[config.mk]
export PLATFORM = sky130hd
export DESIGN_NAME = traffic_light_guard
export DESIGN_NICKNAME = d
export VERILOG_FILES = /design/src/rtl/traffic_light_guard.sv
export SDC_FILE = /design/constraint.sdc
export NUM_CORES = 1
export LEC_CHECK = 0
export CAP_MARGIN = 20
export CORE_MARGIN = 10
export CORE_UTILIZATION = 35
export CTS_CLUSTER_DIAMETER = 120
export DETAILED_ROUTE_END_ITERATION = 6
export GPL_TIMING_DRIVEN = 1
export PLACE_DENSITY = 0.51
export SETUP_SLACK_MARGIN = 0.2
export SYNTH_ARGS = -nofsm -noshare
export SYNTH_HDL_FRONTEND = slang
export SYNTH_SLANG_ARGS = --single-unit
[constraint.sdc]
create_clock -name clk -period 13.4 [get_ports clk]
set_input_delay 2.68 -clock clk [delete_from_list [all_inputs] [get_ports clk]]
set_output_delay 2.68 -clock clk [all_outputs]
set_load 0.005 [all_outputs]
[src/rtl/traffic_light_guard.sv]
// rtl/traffic_light_guard.sv - safety monitor between the 4-way light controller and the lamp drivers
// Passes legal light values through one register stage; latches the first violation and flashes red.
module traffic_light_guard #(
    parameter int MIN_GREEN    = 3,
    parameter int MIN_YELLOW   = 2,
    parameter int MAX_RED      = 64,
    parameter int FLASH_PERIOD = 4,
    parameter int CNT_W        = 8
) (
    input  logic       clk,
    input  logic       reset,
    input  logic [2:0] north,
    input  logic [2:0] east,
    input  logic [2:0] south,
    input  logic [2:0] west,
    input  logic       fault_clr,
    output logic [2:0] north_out,
    output logic [2:0] east_out,
    output logic [2:0] south_out,
    output logic [2:0] west_out,
    output logic       fault,
    output logic [2:0] fault_code,
    output logic [1:0] fault_dir,
    output logic [7:0] fault_count
);

    localparam logic [2:0] RED    = 3'b100;
    localparam logic [2:0] YELLOW = 3'b010;
    localparam logic [2:0] GREEN  = 3'b001;
    localparam int         FW     = $clog2(2 * FLASH_PERIOD);

    localparam logic [2:0] C_NONE     = 3'd0;
    localparam logic [2:0] C_ENCODING = 3'd1;
    localparam logic [2:0] C_CONFLICT = 3'd2;
    localparam logic [2:0] C_SEQUENCE = 3'd3;
    localparam logic [2:0] C_SHORT_G  = 3'd4;
    localparam logic [2:0] C_SHORT_Y  = 3'd5;
    localparam logic [2:0] C_STARVE   = 3'd6;

    typedef enum logic {
        PASS     = 1'b0,
        FAILSAFE = 1'b1
    } state_t;

    state_t                     state_q, state_d;
    logic [3:0][2:0]            lights;
    logic [3:0][2:0]            prev_q, prev_d;
    logic [3:0][CNT_W-1:0]      dwell_q, dwell_d;
    logic [3:0][2:0]            out_q, out_d;
    logic                       valid_q, valid_d;
    logic [FW-1:0]              flash_q, flash_d;
    logic [2:0]                 code_q, code_d;
    logic [1:0]                 dir_q, dir_d;
    logic [7:0]                 count_q, count_d;

    logic                       eff_valid;
    logic [3:0]                 onehot;
    logic [3:0]                 nonred;
    logic [3:0]                 changed;
    logic [3:0][2:0]            dcode;
    logic [2:0]                 viol_code;
    logic [1:0]                 viol_dir;
    logic [2:0]                 best;
    logic                       violation;

    // Index 0..3 = N, E, S, W so loops that run downward leave N with the highest priority.
    assign lights = {west, south, east, north};

    always_comb begin
        // A successful clear makes this very sample the new baseline, so history checks are masked.
        eff_valid = valid_q && !(state_q == FAILSAFE && fault_clr);
        onehot    = '0;
        nonred    = '0;
        changed   = '0;
        dcode     = '0;
        for (int d = 0; d < 4; d++) begin
            onehot[d]  = (lights[d] == GREEN) || (lights[d] == YELLOW) || (lights[d] == RED);
            nonred[d]  = (lights[d] != RED);
            changed[d] = (lights[d] != prev_q[d]);
            if (changed[d]) begin
                if (prev_q[d] == GREEN && lights[d] == YELLOW) begin
                    dcode[d] = (dwell_q[d] < CNT_W'(MIN_GREEN)) ? C_SHORT_G : C_NONE;
                end else if (prev_q[d] == YELLOW && lights[d] == RED) begin
                    dcode[d] = (dwell_q[d] < CNT_W'(MIN_YELLOW)) ? C_SHORT_Y : C_NONE;
                end else if (!(prev_q[d] == RED && lights[d] == GREEN)) begin
                    dcode[d] = C_SEQUENCE;
                end
            end else if (lights[d] == RED && dwell_q[d] == CNT_W'(MAX_RED)) begin
                dcode[d] = C_STARVE;
            end
        end

        viol_code = C_NONE;
        viol_dir  = 2'd0;
        best      = 3'd7;
        for (int d = 3; d >= 0; d--) begin
            if (!onehot[d]) begin
                viol_code = C_ENCODING;
                viol_dir  = 2'(d);
            end
        end
        if (viol_code == C_NONE && (nonred[0] || nonred[2]) && (nonred[1] || nonred[3])) begin
            viol_code = C_CONFLICT;
            for (int d = 3; d >= 0; d--) begin
                if (nonred[d]) begin
                    viol_dir = 2'(d);
                end
            end
        end
        if (viol_code == C_NONE && eff_valid) begin
            for (int d = 3; d >= 0; d--) begin
                if (dcode[d] != C_NONE && dcode[d] <= best) begin
                    best     = dcode[d];
                    viol_dir = 2'(d);
                end
            end
            if (best != 3'd7) begin
                viol_code = best;
            end else begin
                viol_dir = 2'd0;
            end
        end
        violation = (viol_code != C_NONE);
    end

    always_comb begin
        state_d = state_q;
        out_d   = out_q;
        flash_d = flash_q;
        code_d  = code_q;
        dir_d   = dir_q;
        valid_d = 1'b1;
        prev_d  = lights;
        dwell_d = dwell_q;
        count_d = count_q;

        for (int d = 0; d < 4; d++) begin
            if (!eff_valid || changed[d]) begin
                dwell_d[d] = CNT_W'(1);
            end else if (!(&dwell_q[d])) begin
                dwell_d[d] = dwell_q[d] + CNT_W'(1);
            end
        end

        if (violation && count_q != 8'hff) begin
            count_d = count_q + 8'd1;
        end

        case (state_q)
            PASS: begin
                if (violation) begin
                    state_d = FAILSAFE;
                    code_d  = viol_code;
                    dir_d   = viol_dir;
                    out_d   = {4{RED}};
                    flash_d = FW'(1);
                end else begin
                    out_d = lights;
                end
            end
            FAILSAFE: begin
                if (fault_clr && !violation) begin
                    state_d = PASS;
                    code_d  = C_NONE;
                    dir_d   = 2'd0;
                    out_d   = lights;
                end else begin
                    out_d   = (flash_q < FW'(FLASH_PERIOD)) ? {4{RED}} : '0;
                    flash_d = (flash_q == FW'(2 * FLASH_PERIOD - 1)) ? '0 : flash_q + FW'(1);
                end
            end
            default: begin
                state_d = PASS;
            end
        endcase
    end

    always_ff @(posedge clk) begin
        if (reset) begin
            state_q <= PASS;
            out_q   <= {4{RED}};
            prev_q  <= {4{RED}};
            dwell_q <= '0;
            valid_q <= 1'b0;
            flash_q <= '0;
            code_q  <= C_NONE;
            dir_q   <= 2'd0;
            count_q <= 8'd0;
        end else begin
            state_q <= state_d;
            out_q   <= out_d;
            prev_q  <= prev_d;
            dwell_q <= dwell_d;
            valid_q <= valid_d;
            flash_q <= flash_d;
            code_q  <= code_d;
            dir_q   <= dir_d;
            count_q <= count_d;
        end
    end

    assign north_out   = out_q[0];
    assign east_out    = out_q[1];
    assign south_out   = out_q[2];
    assign west_out    = out_q[3];
    assign fault       = (state_q == FAILSAFE);
    assign fault_code  = code_q;
    assign fault_dir   = dir_q;
    assign fault_count = count_q;

endmodule

==> flow_summary.yaml <==
run_status:
  status: "completed"
setup_path:
  cp-end-kind: "flop"
  worstPathMaxFanout: 12
  worstPathArrival_ns: 9.74
  required_ns: 13.59
  max_stage_delay_ns: 0.64
  crit_path_frequent_cell: "o21a_1"
  cp-start-kind: "primary input"
  crit_type: "in2reg"
  path_buf_inv: 2
  crit_slowest_cell: "nor4_1"
  path_delay_family: "compound AO/OA/AOI/OAI gates"
global_routing:
  grt_pass1_wl_um: 19600
  grt_usage_pct: 13.7
  grt_use_met1_pct: 17.5
  antenna_found_initial: 0
  overflow: 0
  busiest_layer: "met2"
  grtUsageMet3_pct: 3.73
  grt_max_degree: 31
  grt_pass1_vias: 3842
  use_met2_pct: 20.9
timing:
  period_minus_slack_ns: 9.54
  fmax_ghz: 0.105
  setup_viol: 0
  min_period_over_period_pct: 71.2
  rsz0062_at_grt: "no"
  fin_skew_ns: 0.00530
  slew_viol_final: 0
  tightestPinTransition_ns: 0.802
  maxSlewHeadroom_pct: 46.1
  fin_setup_tns_ns: 0
  final-hold-violation-count: 0
cts:
  cts_sinks: 74
  ctsHtreeMaxLevel: 3
  numCtsBuffers: 9
  insertion_delay_ns: 0.35
  postCtsSetupRepairBufs: 0
  cts_tree: "built"
  cts_resized: 0
  cts-root-buf: "clkbuf_16"
  path_clk_slew_ns: 0.06
  clock_path_buffers: 2
  cts_hold_buf: 0
floorplan:
  floorplan.rows: 40
  core_um2: 12100
  die_h_um: 132
  chipWidth_um: 132
  ios: 41
  start_util_pct: 36.1
  design.die.area_um2: 17400
drt:
  dr_total_vias: 3974
  drc: 0
  drtIter0Drc: 310
  routedWlPerCell_um: 15.8
  dr.pass1.iters: 4
  antenna_left: 0
  wl_um: 11700
  viasPerCell: 5.34
finish:
  final_nets: 606
  area_growth_pct: 20.2
  fin_cells: 744
  drive_gt1_share_pct: 6.60
  n_antenna_cell: 0
power:
  power_uw: 573
  leakagePower_uw: 0.00196
  worst_ir_drop_vdd_mv: 0.0515
  power_density_nw_per_um2: 109
synth:
  seq_area_frac_synth_pct: 33.9
  synth_nets: 566
  ys_seq_elements: 74
  yosysUniqueCellTypes: 71
  syn_avg_cell_area_um2: 8.24
  syn_area_um2: 4380
  ys.flop_type: "dfxtp_1"
  yosys_warnings: 0
  synthCells: 531
  synthArstFlopShare_pct: 0
  synth_area_leaders: "dfxtp_1 34%, ha_1 5.7%, nor2_1 5.6%"
  synth_top_area_share_pct: 33.9
  synth_edf_count: 0
  yosys.area.top_type: "dfxtp_1"
place:
  port_buffers: 40
  hpwl_um: 8700
  gp_congestion: 0.860
  place_inst: 728
hold_path:
  holdCritPathClass: "reg2reg"
run:
  drv_cap: 0
area by class of cell:
class | instances | area [µm²]
clock inverters | 6 | 88.8
well taps | 168 | 210
multi-input cells | 418 | 2730
fillers | 1235 | 6850
repair buffers | 41 | 408
flip-flops and latches | 74 | 1480
inverters | 27 | 101
clock buffers | 10 | 239
placed cells by master, fill, tap and decap left out, drive strengths merged, types with 11 or more instances in the layout:
| cell type | synthesis | final |
|---|---|---|
| nand4 | 14 | 14 |
| o21ai | 25 | 25 |
| o21a | 14 | 14 |
| nor3 | 23 | 23 |
| dfxtp | 74 | 74 |
| nand3 | 25 | 25 |
| xor2 | 20 | 20 |
| nor2b | 11 | 11 |
| clkdlybuf4s50 | 0 | 40 |
| a21oi | 30 | 30 |
| nand2 | 39 | 39 |
| and3 | 14 | 14 |
| ha | 20 | 20 |
| inv | 26 | 27 |
| nor2 | 65 | 65 |
power breakdown:
group | internal, µW | switching, µW | leakage [µW]
logic | 33.1 | 44.5 | 0.00120
registers | 225 | 6.21 | 0.000604
clock network | 168 | 96.2 | 0.000155
total | 427 | 147 | 0.00196
cells in the mapped netlist (3+ instances only):
library cell and instances:
a211oi_1 8, a21oi_1 30, a31oi_1 10, and2_1 10
and3_1 14, buf_2 4, buf_4 3, clkbuf_1 3
dfxtp_1 74, ha_1 20, inv_1 26, mux2i_1 3
nand2_1 39, nand2b_1 4, nand3_1 25, nand3b_1 4
nand4_1 14, nand4bb_1 7, nor2_1 65, nor2b_1 11
nor3_1 19, nor4_1 4, o211ai_1 6, o21a_1 14
o21ai_0 18, o21ai_1 5, o21bai_1 3, or3_1 4
or4_1 5, xnor2_1 8, xor2_1 20
cell families after synthesis:
kind of cell / count (synthesis) / synth area share, %
XOR/XNOR: 28 / 5.60
AND/OR/NAND/NOR: 243 / 30.4
adder cells (fa/ha/maj): 21 / 5.95
multiplexers: 3 / 0.686
buffers and inverters: 39 / 3.72
AO/OA/AOI/OAI: 123 / 19.8
flip-flops: 74 / 33.9
state kept, by name, summed over array words and instances, names as in the netlist:
signal / cells
dwell_q: 32
fault_count: 8
prev_q: 12
fault_code: 3
south_out: 3
fault_dir: 2
fault: 1
west_out: 3
north_out: 3
east_out: 3
flash_q: 3
valid_q: 1
per-layer routing:
| layer | part of all wire (%) | vias up |
|---|---|---|
| met5 | 0 | - |
| met2 | 44 | 77 |
| met4 | 2.2 | 0 |
| met3 | 4.6 | 15 |
| li1 | - | 2002 |
| met1 | 49 | 1880 |
final timing paths:
check / cells past startpoint / slack (ns) / to / start
worst max-delay path: 27 / 3.86 / north_out[2] / west[0]
worst min-delay path: 2 / 0.47 / fault_dir[0] / fault_dir[0]
worst max register to register: 26 / 6.45 / north_out[2] / prev_q[11]
worst min register to register: 2 / 0.47 / fault_dir[0] / fault_dir[0]
per-stage QoR:
stage               hold WS (ns)  instance area [µm²]  util (%)  setup slack, ns
floorplan                  0.445                 4380         -             5.04
global placement           0.466                 4930      40.7             3.88
detailed placement         0.456                 4930      40.7             3.53
CTS                        0.470                 5260      43.4             3.89
global route               0.493                 5260      43.4             3.43
finish                     0.471                 5260      43.4             3.86
worst min-delay path: cells and delay by family, from the launching register on:
family,cells,cell delay (ns)
flops,1,0.32
buf+inv,1,0.05
compound gates,1,0.05
(Power assumes the default switching activity.)
